**src/rtl/idli_pkg.sv**
```systemverilog
// Shared IDLI types and constants: SQI nibble type, fetch FSM states,
// SQI burst framing sizes and the word-PC to byte-address mapping.
package idli_pkg;

    typedef logic [3:0] sqi_data_t;

    typedef enum logic [2:0] {
        FCH_GAP    = 3'd0,
        FCH_CMD    = 3'd1,
        FCH_ADDR   = 3'd2,
        FCH_DUMMY  = 3'd3,
        FCH_STREAM = 3'd4
    } fch_state_t;

    localparam int SQI_ADDR_NIBBLES = 6;
    localparam int SQI_CMD_NIBBLES  = 2;

    // Instructions are 16b words, so the byte address is the word PC doubled.
    function automatic logic [23:0] fch_byte_addr(input logic [15:0] pc);
        return {7'b000_0000, pc, 1'b0};
    endfunction

endpackage

```
**src/rtl/idli_fetch_addr_shift_m.sv**
```systemverilog
// Address shifter for the SQI read burst: loads the 24b byte address and
// presents it MSB nibble first, advancing one nibble per shift.
module idli_fetch_addr_shift_m
    import idli_pkg::*;
(
    input  logic        clk,
    input  logic        rst,
    input  logic        load,
    input  logic        shift,
    input  logic [23:0] addr,
    output sqi_data_t   nibble
);

    logic [23:0] sr_r;

    // Load while idle, shift during ADDR, hold across stalls.
    always_ff @(posedge clk or posedge rst) begin
        if (rst) begin
            sr_r <= 24'h00_0000;
        end else if (load) begin
            sr_r <= addr;
        end else if (shift) begin
            sr_r <= {sr_r[19:0], 4'h0};
        end else begin
            sr_r <= sr_r;
        end
    end

    assign nibble = sr_r[23:20];

endmodule

```
**src/rtl/idli_fetch_ctrl_m.sv**
```systemverilog
// SQI instruction fetch sequencer: issues read bursts and streams data nibbles
// to the decoder. IDLI_FETCH_WRAP_RESTART_EN re-issues the burst on PC wrap.
module idli_fetch_ctrl_m
    import idli_pkg::*;
#(
    parameter logic [7:0]  READ_CMD      = 8'h03,
    parameter int          DUMMY_NIBBLES = 2,
    parameter int          CS_GAP        = 1,
    parameter logic [15:0] RESET_PC      = 16'h0000
) (
    input  logic        i_fch_gck,
    input  logic        i_fch_rst,
    input  logic        i_fch_stall,
    input  logic        i_fch_redirect,
    input  logic [15:0] i_fch_redirect_pc,
    input  sqi_data_t   i_fch_sqi_sio,
    output sqi_data_t   o_fch_sqi_sio,
    output logic        o_fch_sqi_sio_oe,
    output logic        o_fch_sqi_cs_n,
    output logic        o_fch_sqi_sck_en,
    output sqi_data_t   o_fch_enc,
    output logic        o_fch_enc_vld,
    output logic [15:0] o_fch_pc
);

    localparam logic [2:0] GAP_LAST   = 3'(CS_GAP - 1);
    localparam logic [2:0] CMD_LAST   = 3'(SQI_CMD_NIBBLES - 1);
    localparam logic [2:0] ADDR_LAST  = 3'(SQI_ADDR_NIBBLES - 1);
    localparam logic [2:0] DUMMY_LAST = 3'(DUMMY_NIBBLES - 1);

    fch_state_t  state_r, state_s;
    logic [2:0]  cnt_r, cnt_s;
    logic [15:0] pc_r, pc_s;
    logic [1:0]  nib_idx_r, nib_idx_s;
    logic        cs_n_s, oe_s, sck_en_s, enc_vld_s;
    sqi_data_t   sio_s, addr_nibble_s;

    idli_fetch_addr_shift_m u_addr_shift (
        .clk    (i_fch_gck),
        .rst    (i_fch_rst),
        .load   (state_r != FCH_ADDR),
        .shift  ((state_r == FCH_ADDR) && !i_fch_stall),
        .addr   (fch_byte_addr(pc_r)),
        .nibble (addr_nibble_s)
    );

    // FSM state, shared counter, nibble index and PC registers.
    always_ff @(posedge i_fch_gck or posedge i_fch_rst) begin
        if (i_fch_rst) begin
            state_r   <= FCH_GAP;
            cnt_r     <= 3'd0;
            pc_r      <= RESET_PC;
            nib_idx_r <= 2'd0;
        end else begin
            state_r   <= state_s;
            cnt_r     <= cnt_s;
            pc_r      <= pc_s;
            nib_idx_r <= nib_idx_s;
        end
    end

    // Next-state and SQI/decoder output decode; redirect overrides everything.
    always_comb begin
        state_s   = state_r;
        cnt_s     = cnt_r;
        pc_s      = pc_r;
        nib_idx_s = nib_idx_r;
        cs_n_s    = 1'b0;
        oe_s      = 1'b0;
        sio_s     = 4'h0;
        sck_en_s  = !i_fch_stall;
        enc_vld_s = 1'b0;
        case (state_r)
            FCH_GAP: begin
                cs_n_s   = 1'b1;
                sck_en_s = 1'b0;
                if (cnt_r == GAP_LAST) begin
                    state_s = FCH_CMD;
                    cnt_s   = 3'd0;
                end else begin
                    cnt_s = cnt_r + 3'd1;
                end
            end
            FCH_CMD: begin
                oe_s  = 1'b1;
                sio_s = (cnt_r == 3'd0) ? READ_CMD[7:4] : READ_CMD[3:0];
                if (i_fch_stall) begin
                    cnt_s = cnt_r;
                end else if (cnt_r == CMD_LAST) begin
                    state_s = FCH_ADDR;
                    cnt_s   = 3'd0;
                end else begin
                    cnt_s = cnt_r + 3'd1;
                end
            end
            FCH_ADDR: begin
                oe_s  = 1'b1;
                sio_s = addr_nibble_s;
                if (i_fch_stall) begin
                    cnt_s = cnt_r;
                end else if (cnt_r == ADDR_LAST) begin
                    state_s = (DUMMY_NIBBLES == 0) ? FCH_STREAM : FCH_DUMMY;
                    cnt_s   = 3'd0;
                end else begin
                    cnt_s = cnt_r + 3'd1;
                end
            end
            FCH_DUMMY: begin
                if (i_fch_stall) begin
                    cnt_s = cnt_r;
                end else if (cnt_r == DUMMY_LAST) begin
                    state_s = FCH_STREAM;
                    cnt_s   = 3'd0;
                end else begin
                    cnt_s = cnt_r + 3'd1;
                end
            end
            FCH_STREAM: begin
                enc_vld_s = !i_fch_stall;
                if (i_fch_stall) begin
                    nib_idx_s = nib_idx_r;
                end else begin
                    nib_idx_s = nib_idx_r + 2'd1;
                    if (nib_idx_r == 2'd3) begin
                        pc_s = pc_r + 16'd1;
`ifdef IDLI_FETCH_WRAP_RESTART_EN
                        // Memory may not wrap at byte 0x1FFFF: restart the burst at 0.
                        if (pc_r == 16'hFFFF) begin
                            state_s = FCH_GAP;
                            cnt_s   = 3'd0;
                        end else begin
                            state_s = FCH_STREAM;
                        end
`endif
                    end else begin
                        pc_s = pc_r;
                    end
                end
            end
            default: begin
                state_s  = FCH_GAP;
                cnt_s    = 3'd0;
                cs_n_s   = 1'b1;
                sck_en_s = 1'b0;
            end
        endcase
        if (i_fch_redirect) begin
            state_s   = FCH_GAP;
            cnt_s     = 3'd0;
            pc_s      = i_fch_redirect_pc;
            nib_idx_s = 2'd0;
            enc_vld_s = 1'b0;
        end else begin
            enc_vld_s = enc_vld_s;
        end
    end

    // Data passes straight from the pin; enc_vld qualifies it.
    assign o_fch_enc        = i_fch_sqi_sio;
    assign o_fch_enc_vld    = enc_vld_s;
    assign o_fch_sqi_sio    = sio_s;
    assign o_fch_sqi_sio_oe = oe_s;
    assign o_fch_sqi_cs_n   = cs_n_s;
    assign o_fch_sqi_sck_en = sck_en_s;
    assign o_fch_pc         = pc_r;

endmodule

```
**config.mk**
```make
export PLATFORM = sky130hd
export DESIGN_NAME = idli_fetch_ctrl_m
export DESIGN_NICKNAME = d
export VERILOG_FILES = /design/src/rtl/idli_pkg.sv /design/src/rtl/idli_fetch_addr_shift_m.sv /design/src/rtl/idli_fetch_ctrl_m.sv
export SDC_FILE = /design/constraint.sdc
export NUM_CORES = 1
export LEC_CHECK = 0
export BUFFER_PORTS_ARGS = -buffer_cell sky130_fd_sc_hd__clkbuf_2
export CAP_MARGIN = 10
export CORE_MARGIN = 2
export CORE_UTILIZATION = 40
export CTS_CLUSTER_DIAMETER = 120
export DETAILED_ROUTE_END_ITERATION = 8
export GPL_ROUTABILITY_DRIVEN = 0
export HOLD_SLACK_MARGIN = 0.15
export PLACE_DENSITY_LB_ADDON = 0.08
export SYNTH_ARGS = -nofsm -noshare
export SYNTH_HDL_FRONTEND = slang
export SYNTH_SLANG_ARGS = --single-unit
```
**constraint.sdc**
```tcl
create_clock -name i_fch_gck -period 4.6 [get_ports i_fch_gck]
set_clock_uncertainty 0.2 [all_clocks]
set_input_delay 0.23 -clock i_fch_gck [delete_from_list [all_inputs] [get_ports i_fch_gck]]
set_output_delay 0.23 -clock i_fch_gck [all_outputs]
set_load 0.01 [all_outputs]
```
==> results of run 1 <==
## registers in the layout (all words and copies together), names as in the netlist
| name | cells |
|---|---|
| cnt_r | 3 |
| nib_idx_r | 2 |
| o_fch_pc | 16 |
| state_r | 3 |
| u_addr_shift.sr_r | 23 |
## final timing paths
| path | from | to | depth (start not counted) | slack [ns] |
|---|---|---|---|---|
| max | state_r[0]$_DFFE_PP0P_ | o_fch_pc[15]$_DFFE_PP0P_ | 4 | 1.83 |
| min | i_fch_sqi_sio[0] | o_fch_enc[0] | 0 | 0.26 |
| max reg2reg | state_r[0]$_DFFE_PP0P_ | o_fch_pc[15]$_DFFE_PP0P_ | 4 | 1.83 |
| min reg2reg | u_addr_shift.sr_r[3]$_DFFE_PP0P_ | u_addr_shift.sr_r[3]$_DFFE_PP0P_ | 2 | 0.31 |
| max in group asynchronous | i_fch_rst | u_addr_shift.sr_r[19]$_DFFE_PP0P_ | 3 | 3.11 |
| min in group asynchronous | i_fch_rst | cnt_r[0]$_DFFE_PP0P_ | 3 | 0.49 |
## synth_stat cells, types with 2 or more instances
| master | count |
|---|---|
| and3_1 | 2 |
| nand2b_1 | 3 |
| o21ai_0 | 21 |
| nor2_1 | 22 |
| nand2_1 | 36 |
| nor3_1 | 6 |
| ha_1 | 5 |
| and2_1 | 2 |
| nand4_1 | 4 |
| buf_6 | 2 |
| or3_1 | 6 |
| inv_1 | 9 |
| or2_2 | 2 |
| mux2_2 | 4 |
| a21oi_1 | 4 |
| buf_4 | 4 |
| o21ai_1 | 9 |
| dfrtp_1 | 47 |
| a31oi_1 | 8 |
| xnor2_1 | 9 |
| nor2b_1 | 2 |
| nand3_1 | 8 |
| clkbuf_1 | 11 |
| mux2i_1 | 20 |
| or4_1 | 2 |
## stage by stage
step	hold slack [ns]	setup WS (ns)	cells	area, µm²
after CTS	0.260	1.84	387	2930
after global routing	0.260	1.73	387	2930
after global placement	0.237	1.56	364	2690
after floorplan	0.151	1.98	264	2480
after detailed placement	0.243	1.54	364	2690
final	0.260	1.83	387	2930
## repair_timing
item	4_1_cts	5_1_grt
buffers inserted	0	0
hold buffers	17	0
hold endpoints to repair	63	0
## metal layers
metal / up-vias / track usage / wire length, µm
met5: - / 0 / 0
met4: 0 / 0.0459 / 46
met3: 5 / 0.0391 / 156
met2: 31 / 0.260 / 2290
met1: 906 / 0.232 / 2710
li1: 1007 / - / -
## power by group through the flow
stage | clock [mW] | combinational [mW] | sequential (mW)
after floorplan | 0 | 0.254 | 0.558
after global placement | 0 | 0.325 | 0.585
after detailed placement | 0 | 0.331 | 0.586
after CTS | 0.237 | 0.342 | 0.578
after global routing | 0.257 | 0.384 | 0.594
final | 0.228 | 0.335 | 0.580
## cell families (layout without fill, tap and decap cells)
| logic type | Yosys count | in the layout |
|---|---|---|
| buffers and inverters | 28 | 76 |
| flip-flops | 47 | 47 |
| multiplexers | 24 | 24 |
| adder cells (fa/ha/maj) | 5 | 5 |
| AND/OR/NAND/NOR | 102 | 102 |
| AO/OA/AOI/OAI | 48 | 48 |
| XOR/XNOR | 10 | 10 |
## worst max-delay path, delay by kind of cell, from the launching register on
kind               cells  cell delay (ns)
AOI/OAI and AO/OA      1             0.16
DFF                    1             0.49
and+or+nand+nor        3             1.84
## layout make-up
cell class,count,area [µm²],area share
tap,75,93.8,0.0320
sequential,47,1180,0.401
clock buffer,6,72.6,0.0248
multi-input combinational,189,1160,0.398
timing repair buffer,60,385,0.132
inverter,10,37.5,0.0128
==> results list, run 1 <==
* Fraction of synthesized cell area taken by the top area cell type: 0.475
* Post-route DRC violation count: 0
* Register clock-pin slew on the reported worst setup and hold paths: 0.08 ns
- Iteration count of the initial detailed-routing pass: 4
- Gr ovfl total: 0
- Fin. max-slew vios: 0
- Internal Dissipation: 0.752 mW
- The total area inside the core boundary comes to 0.00596 mm².
- Across every metal layer, demand over resource in global routing totals 0.167.
- Critical path, cell by cell: or4b_1 -> or4_4 -> or4_1 -> a31oi_1
- Rows: 28
* CP max-delay cell: or4b_1
- Flop pwr share: 0.507
- Of the total power, combinational logic draws 0.293.
- Clock insertion delay at the later pin of the skew report: 0.29 ns
- Wirelength, routed: 5200 µm
- In the synthesized netlist, the number of instances is 264.
- Area overhead of the layout relative to synthesis: 18.3%
- In this run the tightest slew margin relative to its limit is 0.330.
- Of the synthesized area, sequential elements account for 0.475.
* YS warnings: 0
* Die height: 82.7 µm
- In the routed layout, each cell is associated on average with a via count of 5.04.
- The layout has 604 filler cells.
- Synthesized net count: 293
* Post-CTS Resized: 0
- Synthesized-area fraction occupied by ao, oa, aoi and oai cells: 0.109
- TritonCTS built the clock tree.
* Count of nets after finishing: 342
- Biggest cell delay along the critical path: 0.72 ns
- Leading cell types in the layout, fill and taps excluded: dfrtp_1, clkbuf_2, nand2_1
- Xor/xnor cell area share of the yosys netlist: 0.0354
- Peak supply drop: 0.134 mV
- Summing internal, switching and leakage power gives 1.14 mW.
* Mean instance size in the synthesized netlist: 9.38 µm²
- The detail route stage leaves a number of antenna-violating nets equal to 0.
- Width of the die: 82.7 µm
* Setup repair after global routing missed its margin: false
* First-iteration detailed-routing DRC count: 57
* CP Max Fanout: 11
- The repair_antennas step left the layout with diodes totalling 0.
* Number of antenna violations at the first check in global routing: 0
- In the synthesized netlist the dominant register cell turns out to be dfrtp_1.
- Dominant combinational cell family by area after synthesis: simple AND/OR/NAND/NOR gates
- Number of global-route vias before repair: 1808
* Type of the worst setup path: reg2reg
- Vias post-DR: 1949
* Most common cell after layout, fill and taps aside: dfrtp_1
- Layout cell share with drive strength beyond 1: 0.183
- Die Outline Area: 0.00684 mm²
- Port buffering added 43 buffers.
* Detailed-placement wirelength estimate: 3490 µm
- WP data required: 4.62 ns
* Maximum level of the CTS H-tree: 2
- The first global-routing pass estimated 8660 µm of wire.
- Of the total power, the share spent switching nets is 0.342.
- Endpoint arrival time on the critical path: 2.79 ns
- After synthesis, the share of flip-flops with an asynchronous set or reset is 1.00.
- Of the post-synthesis cell area, the part taken by muxes is 0.0990.
- Period minus WS final: 2.77 ns
- CTS Buf Count: 5
- Post-detailed-route wirelength per cell: 13.4 µm
- Area of the mapped netlist: 0.00248 mm²
* Switch Pwr: 0.391 mW
- Type of element launching the critical path: flop
- I/O pin count: 52
* Proportion of power drawn by the clock network: 0.200
- Final setup fails: 0
- Outcome: finished, final reports clean
* Kind of end point of the critical path: flop
* Final period util: 0.602
- The worst hold path belongs to the class in2out.
- Buffer levels on the longest clock path: 2
- The number of failing hold endpoints at the final stage was 0.
- In this run the power density over the cells is 390 mW/mm².
* Synthesized-area fraction occupied by adder cells: 0.0253
- Maximum number of pins on one net before global-route repair: 48
- Number of sinks driven by the clock tree: 47
- At the pin with the least slew margin, the transition time is 1.00 ns.
- Largest area contributor in the synthesized netlist: dfrtp_1
* Total of flip-flops plus latches after synthesis: 47
* Simple-gate area share of the yosys netlist: 0.202
- Summed over all cells, the static leakage comes to 1.35 nW.
- For this run, the top clock speed supported by timing is 361 MHz.
- The synthesized netlist contains 41 unique library cells.
- For this run, the share of the core covered by cells in the final layout is 0.492.
* Setup TNS Final: 0 ns
- Initial cell density of the core: 0.416
- In the post-synthesis netlist, the biggest area contributors are dfrtp_1, mux2i_1, nand2_1, o21ai_0, nor2_1.
- Number of enable flip-flop cells after synthesis: 0
* Total of max-cap violations: 0
* Root buffer cell: clkbuf_8
No activity file was read; power rests on OpenSTA's default activity.
==> run 2: changes to the inputs <==
==> constraint.sdc (replaced) <==
create_clock -name i_fch_gck -period 2.3 [get_ports i_fch_gck]
set_clock_uncertainty 0.2 [all_clocks]
set_input_delay 0.115 -clock i_fch_gck [delete_from_list [all_inputs] [get_ports i_fch_gck]]
set_output_delay 0.115 -clock i_fch_gck [all_outputs]
set_load 0.01 [all_outputs]
==> results list, run 2 (synthesis gave the netlist of run 1 again) <==
* Layout cell share with drive strength beyond 1: 0.239
- TritonCTS built the clock tree.
* Fin. max-slew vios: 0
* Setup repair after global routing missed its margin: true
- For the finished layout, the period the worst path requires is 2.40 ns.
- After layout, the worst setup slack is -0.101 ns.
* Most flops, register: u_addr_shift.sr_r
- Wirelength, routed: 5780 µm
* CP Max Fanout: 5
* Register clock-pin slew on the reported worst setup and hold paths: 0.08 ns
* Post-route DRC violation count: 0
- Post-detailed-route wirelength per cell: 13.5 µm
- Hold Path Sink: u_addr_shift.sr_r[4]$_DFFE_PP0P_
* Buffer levels on the longest clock path: 2
- Maximum level of the CTS H-tree: 2
- Type of the worst setup path: reg2reg
- Maximum number of pins on one net before global-route repair: 29
- The first routing iteration left 158 violations.
- Count of inserted antenna diode cells: 0
* Max_slew headroom: 0.719
- Total of max-cap violations: 0
* Endpoint arrival time on the critical path: 2.42 ns
- The worst setup path is launched from a flop.
- The first global-routing pass estimated 9400 µm of wire.
- Peak supply drop: 0.333 mV
- Iteration count of the initial detailed-routing pass: 4
* Gr ovfl total: 0
* Count of nets after finishing: 380
- The signal on the critical path passes through or4b_4 -> or4_4 -> buf_6 -> or3_1 -> a31oi_1.
- After detailed placement, the design holds a cell count of 384.
- Fmax achieved: 417 MHz
- Most common cell after layout, fill and taps aside: dfrtp_1
- RR Endpoint: o_fch_pc[13]$_DFFE_PP0P_
- The setup check on the worst reg-to-reg path leaves a slack of -0.10 ns.
* I/O pin count: 52
- Launch instance of the worst min-delay path: i_fch_stall
* Reg-to-reg critical path startpoint: state_r[1]$_DFFE_PP0P_
- Number of antenna violations at the first check in global routing: 0
* Flip-flop count of the largest register after layout: 23
- The die covers 0.00684 mm².
- Once detailed placement completed, the half-perimeter wirelength came to 4020 µm.
- In this design, the stage delay of the slowest critical-path cell is 0.56 ns.
- For this configuration, the core starts out at a cell density of 0.416.
* Root buffer cell: clkbuf_8
* Die height: 82.7 µm
- Leakage power: 1.52 nW
* Rows: 28
- Kind of end point of the critical path: flop
* R2R depth: 5
* Drt via density: 5.01
- Compared with the post-synthesis result, the final layout area differs by 32.5%.
- CTS Buf Count: 5
- Leading cell types in the layout, fill and taps excluded: dfrtp_1, clkbuf_2, nand2_1
* Utilization after layout: 0.551
* Worst Max-Slew Pin Slew: 0.421 ns
* Width of the die: 82.7 µm
* Number of failing hold endpoints at the final stage: 0
- Filler-free cell count of the finished design: 427
* Cell area power density: 740 mW/mm²
* Area inside the core boundary: 0.00596 mm²
- Antenna viol nets, final: 0
- For the worst-skew pair, the clock arrives at the later sink with an insertion delay of 0.30 ns.
- The number of global-route vias before repair came to 1953.
- Worst Hold Depth: 4
- For the worst setup path, the data required time is 2.32 ns.
- Outcome: finished, violations left
- For this run, the total global-route usage over all layers was measured as 0.183.
- Dividing the final minimum period by the clock period gives 1.04.
- Number of sinks driven by the clock tree: 47
* Family of cells with the greatest summed delay on the critical path: simple AND/OR/NAND/NOR gates
* Final setup fails: 5
- During placement, the flow inserted port buffers numbering 43.
- Detailed routing inserted a total of 2138 vias.
- Post-placement worst setup slack: -0.214 ns
- Worst hold-check path type: in2reg
* Failing checks: setup timing
- CP max-delay cell: or4_4
- Total buffers and inverters traversed by the critical path: 1
- Tightest hold margin: 0.192 ns
==> run 2: metal layers <==
| metal | track usage | wire length [µm] | vias to the layer above |
|---|---|---|---|
| li1 | - | - | 1083 |
| met1 | 0.258 | 2850 | 1006 |
| met2 | 0.285 | 2660 | 42 |
| met3 | 0.0359 | 198 | 7 |
| met4 | 0.0541 | 70 | 0 |
| met5 | 0 | 0 | - |
==> run 2: what timing repair did <==
item | CTS | global route
hold buffers | 31 | 0
pin swaps | 7 | 9
endpoints found under the hold margin | 71 | 0
endpoints found under the setup margin | 7 | 7
gates resized for setup | 2 | 1
setup buffers | 4 | 0
==> run 2: how the worst max path moves through the flow <==
stage,from,to,slack (ns),cells past startpoint
final,state_r[1]$_DFFE_PP0P_,o_fch_pc[13]$_DFFE_PP0P_,-0.10,5
after global routing,state_r[1]$_DFFE_PP0P_,o_fch_pc[13]$_DFFE_PP0P_,-0.16,5
after CTS,state_r[1]$_DFFE_PP0P_,o_fch_pc[13]$_DFFE_PP0P_,-0.13,5
after detailed placement,state_r[0]$_DFFE_PP0P_,o_fch_pc[13]$_DFFE_PP0P_,-0.21,5
after global placement,state_r[0]$_DFFE_PP0P_,o_fch_pc[15]$_DFFE_PP0P_,-0.15,4
after floorplan,state_r[1]$_DFFE_PP0P_,o_fch_pc[15]$_DFFE_PP0P_,-0.31,6
==> run 2: layout make-up <==
class | count | area [µm²]
Clock buffer | 7 | 76.3
Clock inverter | 1 | 5.00
Fill cell | 582 | 2670
Inverter | 10 | 37.5
Multi-Input combinational cell | 189 | 1170
Sequential cell | 47 | 1180
Tap cell | 75 | 93.8
Timing Repair Buffer | 98 | 722
==> run 2: worst register-to-register path: cells and delay by family (launching register included) <==
kind | cells | cell delay, ns
AOI/OAI and AO/OA | 1 | 0.19
buffers and inverters | 1 | 0.15
DFF | 1 | 0.38
and+or+nand+nor | 3 | 1.41
==> run 2: power breakdown <==
group / total (mW) / internal (mW) / switching [mW]
Sequential: 1.13 / 0.995 / 0.131
Combinational: 0.825 / 0.404 / 0.420
Clock: 0.479 / 0.214 / 0.266
==> run 2: metrics by stage <==
step	TNS, ns	instance area (µm²)	total power [mW]
6_report	-0.338	3280	2.43
3_5_place_dp	-1.16	2850	1.92
3_3_place_gp	-0.804	2850	1.91
5_1_grt	-0.668	3280	2.62
4_1_cts	-0.701	3280	2.46
2_1_floorplan	-1.23	2480	1.62
==> run 3: changes to the inputs <==
--- a/config.mk
+++ b/config.mk
@@ -13,7 +13,10 @@
 export DETAILED_ROUTE_END_ITERATION = 8
 export GPL_ROUTABILITY_DRIVEN = 0
 export HOLD_SLACK_MARGIN = 0.15
+export MAX_ROUTING_LAYER = met4
 export PLACE_DENSITY_LB_ADDON = 0.08
+export SKIP_CTS_REPAIR_TIMING = 1
+export SLEW_MARGIN = 20
 export SYNTH_ARGS = -nofsm -noshare
 export SYNTH_HDL_FRONTEND = slang
 export SYNTH_SLANG_ARGS = --single-unit
==> results list, run 3 (synthesis gave the netlist of run 1 again) <==
- Most common cell after layout, fill and taps aside: dfrtp_1
- Setup violations remaining at the end of the flow were counted as 5.
* Die height: 82.7 µm
- Clock tree synthesis inserted a total of 5 buffers.
* Critical path, cell by cell: or4b_4 -> or4_4 -> or4_1 -> a31oi_1
- On the worst path, the slowest cell contributes a delay of 0.58 ns.
- Register-to-register path setup slack: -0.13 ns
* Area inside the core boundary: 0.00596 mm²
* Area overhead of the layout relative to synthesis: 30.2%
* Leakage power: 1.50 nW
* Count of nets after finishing: 374
* Period minus WS final: 2.43 ns
- Post-detailed-route wirelength per cell: 13.4 µm
- Final period util: 1.06
* CP Max Fanout: 4
* Hold Path Sink: u_addr_shift.sr_r[4]$_DFFE_PP0P_
* Kind of end point of the critical path: flop
- The total overflow left after global routing is 0.
* Maximum number of pins on one net before global-route repair: 29
* Worst Max-Slew Pin Slew: 0.420 ns
- The number of pins with negative max-slew slack in the final report was 0.
* Count of inserted antenna diode cells: 0
* Clock insertion delay at the later pin of the skew report: 0.30 ns
- The worst setup path is launched from a flop.
* Reg-to-reg critical path startpoint: state_r[1]$_DFFE_PP0P_
- Iteration count of the initial detailed-routing pass: 4
* Total placed cells including tap cells: 384
- The checks that failed: setup timing.
* Initial cell density of the core: 0.416
- The slowest stage of the critical path is the or4_4 cell.
- Drt via density: 4.96
* Detailed-placement wirelength estimate: 4020 µm
- The number of failing hold endpoints at the final stage is 0.
- Layout cell share with drive strength beyond 1: 0.240
* Wirelength, routed: 5630 µm
- Across all layers, the routed design uses 2090 vias.
* Type of the worst setup path: reg2reg
* Worst hold-check path type: in2reg
- Maximum level of the CTS H-tree: 2
* Fmax achieved: 411 MHz
- The die covers 0.00684 mm².
- Overall power after layout: 2.42 mW
- In the post-route analysis, the smallest setup slack over all paths is -0.130 ns.
- The run finished, with violations left.
- VDD sags by at most 0.339 mV.
- Max-cap violations in this run came to 0.
* Root buffer cell: clkbuf_8
- Number of global-route vias before repair: 1828
- The first global-routing pass estimated 8910 µm of wire.
- Buffer levels on the longest clock path: 2
- In the layout the commonest cells are dfrtp_1, clkbuf_2, nand2_1.
- The number of antenna violations at the first check in global routing came to 0.
* Flip-flop count of the largest register after layout: 23
- After floorplanning, the core was divided into 28 placement rows.
* Worst Hold Depth: 4
- The count of cells in the finished layout, fillers not included, comes to 421.
- Measured in cells, the most critical reg-to-reg path has a length of 4.
- Port Buf Inserts: 43
- During I/O placement, the number of pins put on the boundary was 52.
* Most flops, register: u_addr_shift.sr_r
- Post-route DRC violation count: 0
* Width of the die: 82.7 µm
- Once detail routing completed, the nets flagged for antenna violations numbered 0.
* Register clock-pin slew on the reported worst setup and hold paths: 0.08 ns
- WP data required: 2.32 ns
- Launch instance of the worst min-delay path: i_fch_stall
* All-Layer GR Usage: 0.178
* Endpoint arrival time on the critical path: 2.45 ns
* Max_slew headroom: 0.720
- The worst register-to-register path ends at o_fch_pc[15]$_DFFE_PP0P_.
- Setup repair after global routing missed its margin: true
* CTS tree: yes
- Cell area power density: 749 mW/mm²
- Number of sinks driven by the clock tree: 47
- The first routing iteration left 173 violations.
==> run 3: cell types whose count changed in the layout (fill, tap and decap cells not counted), sizes merged <==
cell and delta:
dlygate4sd3 -5, buf -1
==> run 3: metrics by stage <==
| stage | utilization | hold slack, ns | area, µm² | setup TNS [ns] | setup WS, ns |
|---|---|---|---|---|---|
| after floorplan | - | 0.0360 | 2480 | -1.23 | -0.311 |
| after global placement | 0.479 | -0.137 | 2850 | -0.804 | -0.146 |
| after detailed placement | 0.479 | -0.131 | 2850 | -1.16 | -0.214 |
| after CTS | 0.492 | -0.463 | 2930 | -1.34 | -0.240 |
| after global routing | 0.542 | 0.217 | 3230 | -0.794 | -0.192 |
| final | 0.542 | 0.185 | 3230 | -0.424 | -0.130 |
==> run 3: report_power, final <==
part           switching [mW]  leakage, nW  internal (mW)
Combinational           0.418        0.880          0.399
Clock                   0.262       0.0422          0.214
Sequential              0.130        0.581          0.995
Total                   0.810         1.50           1.61
==> run 3: critical path, delay by kind of cell, from the launching register on <==
family / cells / cell delay, ns
flops: 1 / 0.38
compound gates: 1 / 0.14
simple gates: 3 / 1.64
==> run 3: area by class of cell <==
type / count / area [µm²]
inverters: 10 / 37.5
well taps: 75 / 93.8
repair buffers: 92 / 664
multi-input cells: 189 / 1170
flip-flops and latches: 47 / 1180
clock inverters: 1 / 5.00
clock buffers: 7 / 76.3
fillers: 573 / 2730
==> run 3: worst max-delay path by stage <==
stage	start	endpoint	depth (start not counted)
CTS	state_r[0]$_DFFE_PP0P_	o_fch_pc[13]$_DFFE_PP0P_	5
global route	state_r[1]$_DFFE_PP0P_	o_fch_pc[13]$_DFFE_PP0P_	5
detailed placement	state_r[0]$_DFFE_PP0P_	o_fch_pc[13]$_DFFE_PP0P_	5
floorplan	state_r[1]$_DFFE_PP0P_	o_fch_pc[15]$_DFFE_PP0P_	6
finish	state_r[1]$_DFFE_PP0P_	o_fch_pc[15]$_DFFE_PP0P_	4
global placement	state_r[0]$_DFFE_PP0P_	o_fch_pc[15]$_DFFE_PP0P_	4
==> run 3: layer usage <==
layer	vias to the layer above	track usage	part of all wire
met1	970	0.248	0.50
met4	0	0.0557	0.015
met5	-	-	0
li1	1070	-	-
met3	8	0.0370	0.040
met2	42	0.263	0.44
